**src/rtl/mem_arb_pkg.sv**
```systemverilog
// Shared types and defaults for the memory-port arbiter.
// Optional timeout feature is enabled with MEM_ARB_TIMEOUT_EN.
package mem_arb_pkg;

  typedef enum logic [1:0] {
    IDLE    = 2'd0,
    BUSY_IF = 2'd1,
    BUSY_LS = 2'd2
  } state_t;

  localparam int ADDR_W_DEF  = 32;
  localparam int DATA_W_DEF  = 32;
  localparam int BE_W        = 4;
  localparam int TIMEOUT_DEF = 255;

endpackage

```
**src/rtl/mem_arb_watchdog.sv**
```systemverilog
// Counts BUSY cycles since grant; expire is high during the LIMIT-th BUSY cycle.
// Used only when MEM_ARB_TIMEOUT_EN is defined.
module mem_arb_watchdog #(
  parameter int LIMIT = 255
) (
  input  logic clk,
  input  logic rst,
  input  logic clear,
  output logic expire
);

  localparam int CW = $clog2(LIMIT + 1);
  localparam logic [CW-1:0] LAST = CW'(LIMIT - 1);

  logic [CW-1:0] cnt;

  assign expire = !clear && (cnt == LAST);

  always_ff @(posedge clk or posedge rst) begin
    if (rst) begin
      cnt <= '0;
    end else if (clear) begin
      cnt <= '0;
    end else if (!expire) begin
      cnt <= cnt + 1'b1;
    end
  end

endmodule

```
**src/rtl/mem_port_arbiter.sv**
```systemverilog
// Shares one memory port between instruction fetch and load/store; LS has priority
// with a streak limit against fetch starvation. Timeout abort under MEM_ARB_TIMEOUT_EN.
module mem_port_arbiter
  import mem_arb_pkg::*;
#(
  parameter int ADDR_W         = ADDR_W_DEF,
  parameter int DATA_W         = DATA_W_DEF,
  parameter int MAX_LS_STREAK  = 4,
  parameter int TIMEOUT_CYCLES = TIMEOUT_DEF
) (
  input  logic              clk,
  input  logic              reset,
  input  logic              if_req,
  input  logic [ADDR_W-1:0] if_addr,
  output logic              if_gnt,
  output logic              if_rvalid,
  output logic [DATA_W-1:0] if_rdata,
  output logic              if_err,
  input  logic              ls_req,
  input  logic              ls_we,
  input  logic [ADDR_W-1:0] ls_addr,
  input  logic [DATA_W-1:0] ls_wdata,
  input  logic [BE_W-1:0]   ls_be,
  output logic              ls_gnt,
  output logic              ls_rvalid,
  output logic [DATA_W-1:0] ls_rdata,
  output logic              ls_err,
  output logic              mem_read,
  output logic              mem_write,
  output logic [ADDR_W-1:0] mem_addr,
  output logic [DATA_W-1:0] mem_wdata,
  output logic [BE_W-1:0]   mem_be,
  input  logic              mem_ready,
  input  logic [DATA_W-1:0] mem_rdata
);

  localparam int SW = $clog2(MAX_LS_STREAK + 1);
  localparam logic [SW-1:0] STREAK_MAX = SW'(MAX_LS_STREAK);

  if (MAX_LS_STREAK < 1 || TIMEOUT_CYCLES < 1) begin : g_bad_param
    $error("mem_port_arbiter: MAX_LS_STREAK and TIMEOUT_CYCLES must be >= 1");
  end

  state_t        state;
  logic [SW-1:0] streak;
  logic          ls_win;
  logic          tmo;

  // LS wins unless fetch has been waiting through a full streak of LS grants.
  assign ls_win = ls_req && !(if_req && (streak == STREAK_MAX));

`ifdef MEM_ARB_TIMEOUT_EN
  mem_arb_watchdog #(.LIMIT(TIMEOUT_CYCLES)) u_watchdog (
    .clk    (clk),
    .rst    (reset),
    .clear  (state == IDLE),
    .expire (tmo)
  );
`else
  assign tmo = 1'b0;
`endif

  always_ff @(posedge clk or posedge reset) begin
    if (reset) begin
      state     <= IDLE;
      streak    <= '0;
      if_gnt    <= 1'b0;
      if_rvalid <= 1'b0;
      if_rdata  <= '0;
      if_err    <= 1'b0;
      ls_gnt    <= 1'b0;
      ls_rvalid <= 1'b0;
      ls_rdata  <= '0;
      ls_err    <= 1'b0;
      mem_read  <= 1'b0;
      mem_write <= 1'b0;
      mem_addr  <= '0;
      mem_wdata <= '0;
      mem_be    <= '0;
    end else begin
      if_gnt    <= 1'b0;
      ls_gnt    <= 1'b0;
      if_rvalid <= 1'b0;
      ls_rvalid <= 1'b0;
      if_err    <= 1'b0;
      ls_err    <= 1'b0;
      case (state)
        IDLE: begin
          if (ls_win) begin
            mem_addr  <= ls_addr;
            mem_wdata <= ls_wdata;
            mem_be    <= ls_be;
            mem_write <= ls_we;
            mem_read  <= !ls_we;
            ls_gnt    <= 1'b1;
            state     <= BUSY_LS;
            if (!if_req) begin
              streak <= '0;
            end else if (streak != STREAK_MAX) begin
              streak <= streak + 1'b1;
            end
          end else if (if_req) begin
            mem_addr  <= if_addr;
            mem_wdata <= '0;
            mem_be    <= {BE_W{1'b1}};
            mem_write <= 1'b0;
            mem_read  <= 1'b1;
            if_gnt    <= 1'b1;
            streak    <= '0;
            state     <= BUSY_IF;
          end
        end
        BUSY_IF: begin
          if (mem_ready || tmo) begin
            mem_read  <= 1'b0;
            mem_write <= 1'b0;
            if_rvalid <= 1'b1;
            if_rdata  <= mem_ready ? mem_rdata : '0;
            if_err    <= !mem_ready;
            state     <= IDLE;
          end
        end
        BUSY_LS: begin
          if (mem_ready || tmo) begin
            mem_read  <= 1'b0;
            mem_write <= 1'b0;
            ls_rvalid <= 1'b1;
            ls_rdata  <= (mem_ready && !mem_write) ? mem_rdata : '0;
            ls_err    <= !mem_ready;
            state     <= IDLE;
          end
        end
        default: state <= IDLE;
      endcase
    end
  end

endmodule

```
**config.mk**
```make
export PLATFORM = sky130hd
export DESIGN_NAME = mem_port_arbiter
export DESIGN_NICKNAME = d
export VERILOG_FILES = /design/src/rtl/mem_arb_pkg.sv /design/src/rtl/mem_arb_watchdog.sv /design/src/rtl/mem_port_arbiter.sv
export SDC_FILE = /design/constraint.sdc
export NUM_CORES = 1
export LEC_CHECK = 0
export ABC_CLOCK_PERIOD_IN_PS = 7400
export CORE_ASPECT_RATIO = 1.2
export CORE_MARGIN = 2
export CORE_UTILIZATION = 35
export DETAILED_ROUTE_END_ITERATION = 10
export HOLD_SLACK_MARGIN = 0.15
export PLACE_DENSITY = 0.7
export SLEW_MARGIN = 20
export SYNTH_ARGS = -nofsm -noshare
export SYNTH_HDL_FRONTEND = slang
export SYNTH_SLANG_ARGS = --single-unit
```
**constraint.sdc**
```tcl
create_clock -name clk -period 7.4 [get_ports clk]
set_input_delay 2.22 -clock clk [delete_from_list [all_inputs] [get_ports clk]]
set_output_delay 2.22 -clock clk [all_outputs]
set_load 0.01 [all_outputs]
```
-- Yosys cells after proc, flatten, opt, wreduce, memory -nomap -nowiden
Cells that the tools add are included.
- flip-flop bits (word level): 145
- bits in latches: 0
- RAM bits: 0
- memory bits (read-only): 0
- input bits: 138
- output and inout bits: 140
- logic and storage cells: 73
- memories kept: 0
- add/sub/neg operators: 1
- multipliers: 0
- divide/modulo/power cells: 0
- order comparisons: 0
- eq/ne operators: 7
- shifts and indexed selects: 0
- muxes and demuxes: 33
- bitwise logic cells: 0
- reduce and logical (&&, ||, !) cells: 17
- operator list (operator ; count):
    $mux 32 ; 5
    $mux 1 ; 16
    $mux 3 ; 4
    $mux 4 ; 2
    $reduce_and 2->1 ; 4
    $mux 2 ; 3
    $ne 3x3->1 const B ; 2
    $reduce_and 3->1 ; 2
    $logic_not 1->1 ; 4
    $pmux 1 s2 ; 2
    $pmux 2 s2 ; 1
    $reduce_bool 2->1 ; 2
    $add 3x1->3 const B ; 1
    $eq 3x3->1 const B ; 1
    $logic_and 1x1->1 ; 3
    $ne 3x2->1 const B ; 1
    $eq 2x1->1 const B ; 1
    $eq 2x2->1 const B ; 1
    $logic_not 2->1 ; 1
    $ne 2x1->1 const B ; 1
    $reduce_or 2->1 ; 1

-- Depth between registers and ports, before layout
- depth in word-level cells: 6
- gate-level depth with buffers: 8
- mapped depth without buffers: 5

-- Worst setup path before layout
Ideal clock, no wire load.
- path kind: input to register
- start: input if_req
- end: register mem_wdata[12]
- library setup time: 130 ps
- arrival time: 3041 ps
- data required time: 7270 ps
- slack: 4229 ps
- stages on the path: 7
- buffers on the path: 4
- cells stage by stage: buf_4 > o21a_1 > buf_2 > buf_4 > buf_6 > nand2_1 > o21ai_1
- word-level cells in the longest chain between the ends: 5
- elaborated cells on any way between the ends: 6
- those cells by class: mux: 1; reduce/logical: 5
- ends and longest elaborated chain (what ; RTL line ; source):
    start, declared ; mem_port_arbiter.sv:13 ; input logic if_req,
    $logic_and 1x1->1 ; mem_port_arbiter.sv:50 ; assign ls_win = ls_req && !(if_req && (streak == STREAK_MAX));
    $logic_not 1->1 ; mem_port_arbiter.sv:50 ;
    $logic_and 1x1->1 ; mem_port_arbiter.sv:50 ;
    $reduce_bool 2->1 (no source line) ; -- ;
    $reduce_and 2->1 (no source line) ; -- ;
    end signal, assigned ; mem_port_arbiter.sv:91 ; mem_wdata <= ls_wdata;
    end, declared ; mem_port_arbiter.sv:31 ; output logic [DATA_W-1:0] mem_wdata,
Parallel ways exist; a longest one is shown, timed or not.
A chain may end at the register's enable or synchronous reset.

-- Worst setup path after layout
- start: input if_req
- end: register mem_wdata[27]
The elaborated chain is that of the path after synthesis.

==> results.md <==
* GP Congestion at ~0.77
* Post-DP HPWL at about 12 mm
* Vias/cell at approximately 4.9
* Worst-path maximum fanout at 39
* # rows at 52
* Htree depth at 4
* Cells after Synth at roughly 600
* Hold crit path type: flop to flop
* Fraction of layout cells with a size suffix above 1 at roughly 9%
* Nets@finish at between 900 and 1,000
* Commonest non-fill, non-tap cells in the layout: clkdlybuf4s50_1 (275), nand2_1 (196), dfrtp_1 (143)
* Drt total wl at between 15 and 20 mm
* Die Y at approximately 150 microns
* Filler cells at approximately 1,600
* Port-buffer cells at approximately 280
* Worst-path clk slew at approximately 0.050 ns
* Minimum clock period at 4.70 ns
* DRT antenna net count at 0
* Pwr dens at between 400 and 500 nW/um^2
* Commonest non-fill, non-tap cell in the layout: clkdlybuf4s50_1
* Setup CP Type: primary input to flop
* Die width at between 100 and 150 microns
* DRC violation count after routing at 0
* Vias in the first global route at roughly 5,400
* CTS tree: built
* Cell Count, Final, Fillers Out at 1,082
* CP startpoint: if_req
* Critical-path cell with the highest stage delay: nand2_1
* Crit-path leading delay family: simple AND/OR/NAND/NOR gates
* Power Total at 4.02 mW
* First-pass GRT wire length at 28.1 mm
* Clock sinks at 143
* Pleak at roughly 4 nW
* Prevailing post-synth register cell: dfrtp_1
* Synth top area share at 59.3%
* TritonCTS Buffers at 17
* Crit. End Element: flop
* Register area share after synthesis at between 50% and 60%
* # diodes at 0
* Skew final at ~0.012 ns
* All-Layer GR Usage at around a fifth
* Post-CTS Setup Bufs at 0
* Synth Register Bits at 143
* Hold Path Origin: mem_wdata[23]$_DFFE_PP0P_
* Total negative slack at 0 ns
* Io pins at about 280
* Dpl cells at 1,050
* Core footprint at ~17,000 sq um
* Setup-failing EPs final at 0
* Max Cap Viol at 0
* WL/cell at 16.5 microns
* Max incr delay on CP at between 1 and 1.5 ns
* Crit path cell chain: clkdlybuf4s50_1 > nand3_2 > nand2_1 > o21ai_0
* Largest net degree at the start of global routing at 86
* Result of the run: finished clean
* Register area at about 3600 sq um
* Longest Clk Path Bufs at 2
* Synth Warn # at 0
* Fmax at about 0.21 GHz
* Cell variety after synth at 32
* Area delta synth->final at 57.8%
* Syn avg cell area at 10.0 sq um
* IR drop worst, VDD at ~0.00016 V
* DRT Pass-1 Iters at 5
* R2R Path Start: streak[0]$_DFFE_PP0P_
* Root Buffer: clkbuf_16
* Multi-input logic area at around 2200 sq um
* Number of flops mapped to enable cells by yosys at 0
* Hold-fix buffer count after cts at 0
* WP data required at about 7.6 ns
* Tcrit/Tclk final at between 60% and 70%
* Clk_lat worst skew at ~0.41 ns
* PostCTS Resize Cnt at 0
* Initial antenna violation count at 0
* Max-slew headroom at a little under a third
* Critical path startpoint category: primary input
* Critical Path AT at about 4.9 ns
* Cell Area, Synth at slightly above 6000 sq um
* Overflow after GRT at 0
* Final hold vios at 0
* Largest cells by area after synthesis: dfrtp_1 (59%), nand2_1 (12%), mux2_2 (6.3%)
* RSZ-0062 raised after global routing: no
* Initial Utilization at 35.8%
* Async SR Flop Fraction at 100%
* WP buf/inv at 1
* Slew Limit Fails at 0
* Number of DRC markers in iteration 0 at between 300 and 400
* Via Count at 5,332
* Synth area leader: dfrtp_1
* Die Area at 18,300 sq um
* Least-Margin Pin Slew at slightly above 1 ns
## path summary, 6_finish.rpt
kind / to / slack [ns] / cells after the start
max reg2reg: mem_wdata[27]$_DFFE_PP0P_ / 4.61 / 5
min: mem_wdata[23]$_DFFE_PP0P_ / 0.47 / 2
min reg2reg: mem_wdata[23]$_DFFE_PP0P_ / 0.47 / 2
min in group asynchronous: ls_rdata[25]$_DFFE_PP0P_ / 2.35 / 2
max in group asynchronous: ls_rdata[13]$_DFFE_PP0P_ / 3.78 / 3
max: mem_wdata[27]$_DFFE_PP0P_ / 2.70 / 4
## worst register-to-register path, cell delays in order (launching register included)
cell	delay, ns
dfrtp_1	0.41
inv_1	0.07
ha_1	0.16
nand3_2	0.63
nand2_1	1.08
o21ai_0	0.26
## power by group
group	leakage, nW	switching [mW]	internal (mW)
combinational	2.00	0.818	0.930
clock	0.318	0.320	0.617
sequential	1.78	0.188	1.15
## through the flow
step | worst slack (ns) | cell area, sq um | utilization (%) | hold slack, ns
3_3_place_gp | 2.36 | 8870 | 52.7 | 0.461
3_5_place_dp | 2.28 | 8870 | 52.7 | 0.469
4_1_cts | 2.69 | 9520 | 56.5 | 0.482
6_report | 2.70 | 9530 | 56.5 | 0.475
5_1_grt | 2.50 | 9530 | 56.5 | 0.494
2_1_floorplan | 1.34 | 6040 | - | 0.485
## synth_stat cells (2+ instances only)
master    number
a21oi_1        5
and3_1         2
buf_1          4
buf_2         20
buf_4          7
buf_6          2
clkbuf_1      18
dfrtp_1      143
ha_1           6
inv_1          9
mux2_2        34
nand2_1      197
nand4_1       33
nor2_1         9
o211ai_1      32
o21ai_0       55
o21ai_1       10
o22ai_1        2
## final cells by class
cell class / count / share of cell area [%]
multi-input cells: 400 / 23.0
well taps: 216 / 2.84
inverters: 9 / 0.407
repair buffers: 282 / 29.4
clock buffers: 22 / 4.87
clock inverters: 10 / 1.92
flip-flops and latches: 143 / 37.6
## routing by layer
layer  share of wire, %  global-route usage, %
met1                 39                   22.9
met2                 51                   34.2
met3                7.5                   5.52
met4                2.3                   6.29
met5                  0                      0
## cells by family after synthesis
| family | Yosys count | synth area share (%) |
|---|---|---|
| other | 1 | 0.0621 |
| DFF | 143 | 59.3 |
| muxes | 35 | 6.51 |
| and+or+nand+nor | 246 | 17.1 |
| adders and majority gates | 6 | 1.24 |
| buffers and inverters | 60 | 4.83 |
| AOI/OAI and AO/OA | 111 | 11.0 |
## state kept, by name, summed over array words and instances (netlist names)
signal     count
if_gnt         1
if_rdata      32
if_rvalid      1
ls_gnt         1
ls_rdata      32
ls_rvalid      1
mem_addr      32
mem_be         4
mem_read       1
mem_wdata     32
mem_write      1
state          2
streak         3
Power figures use the tool's default switching activity.
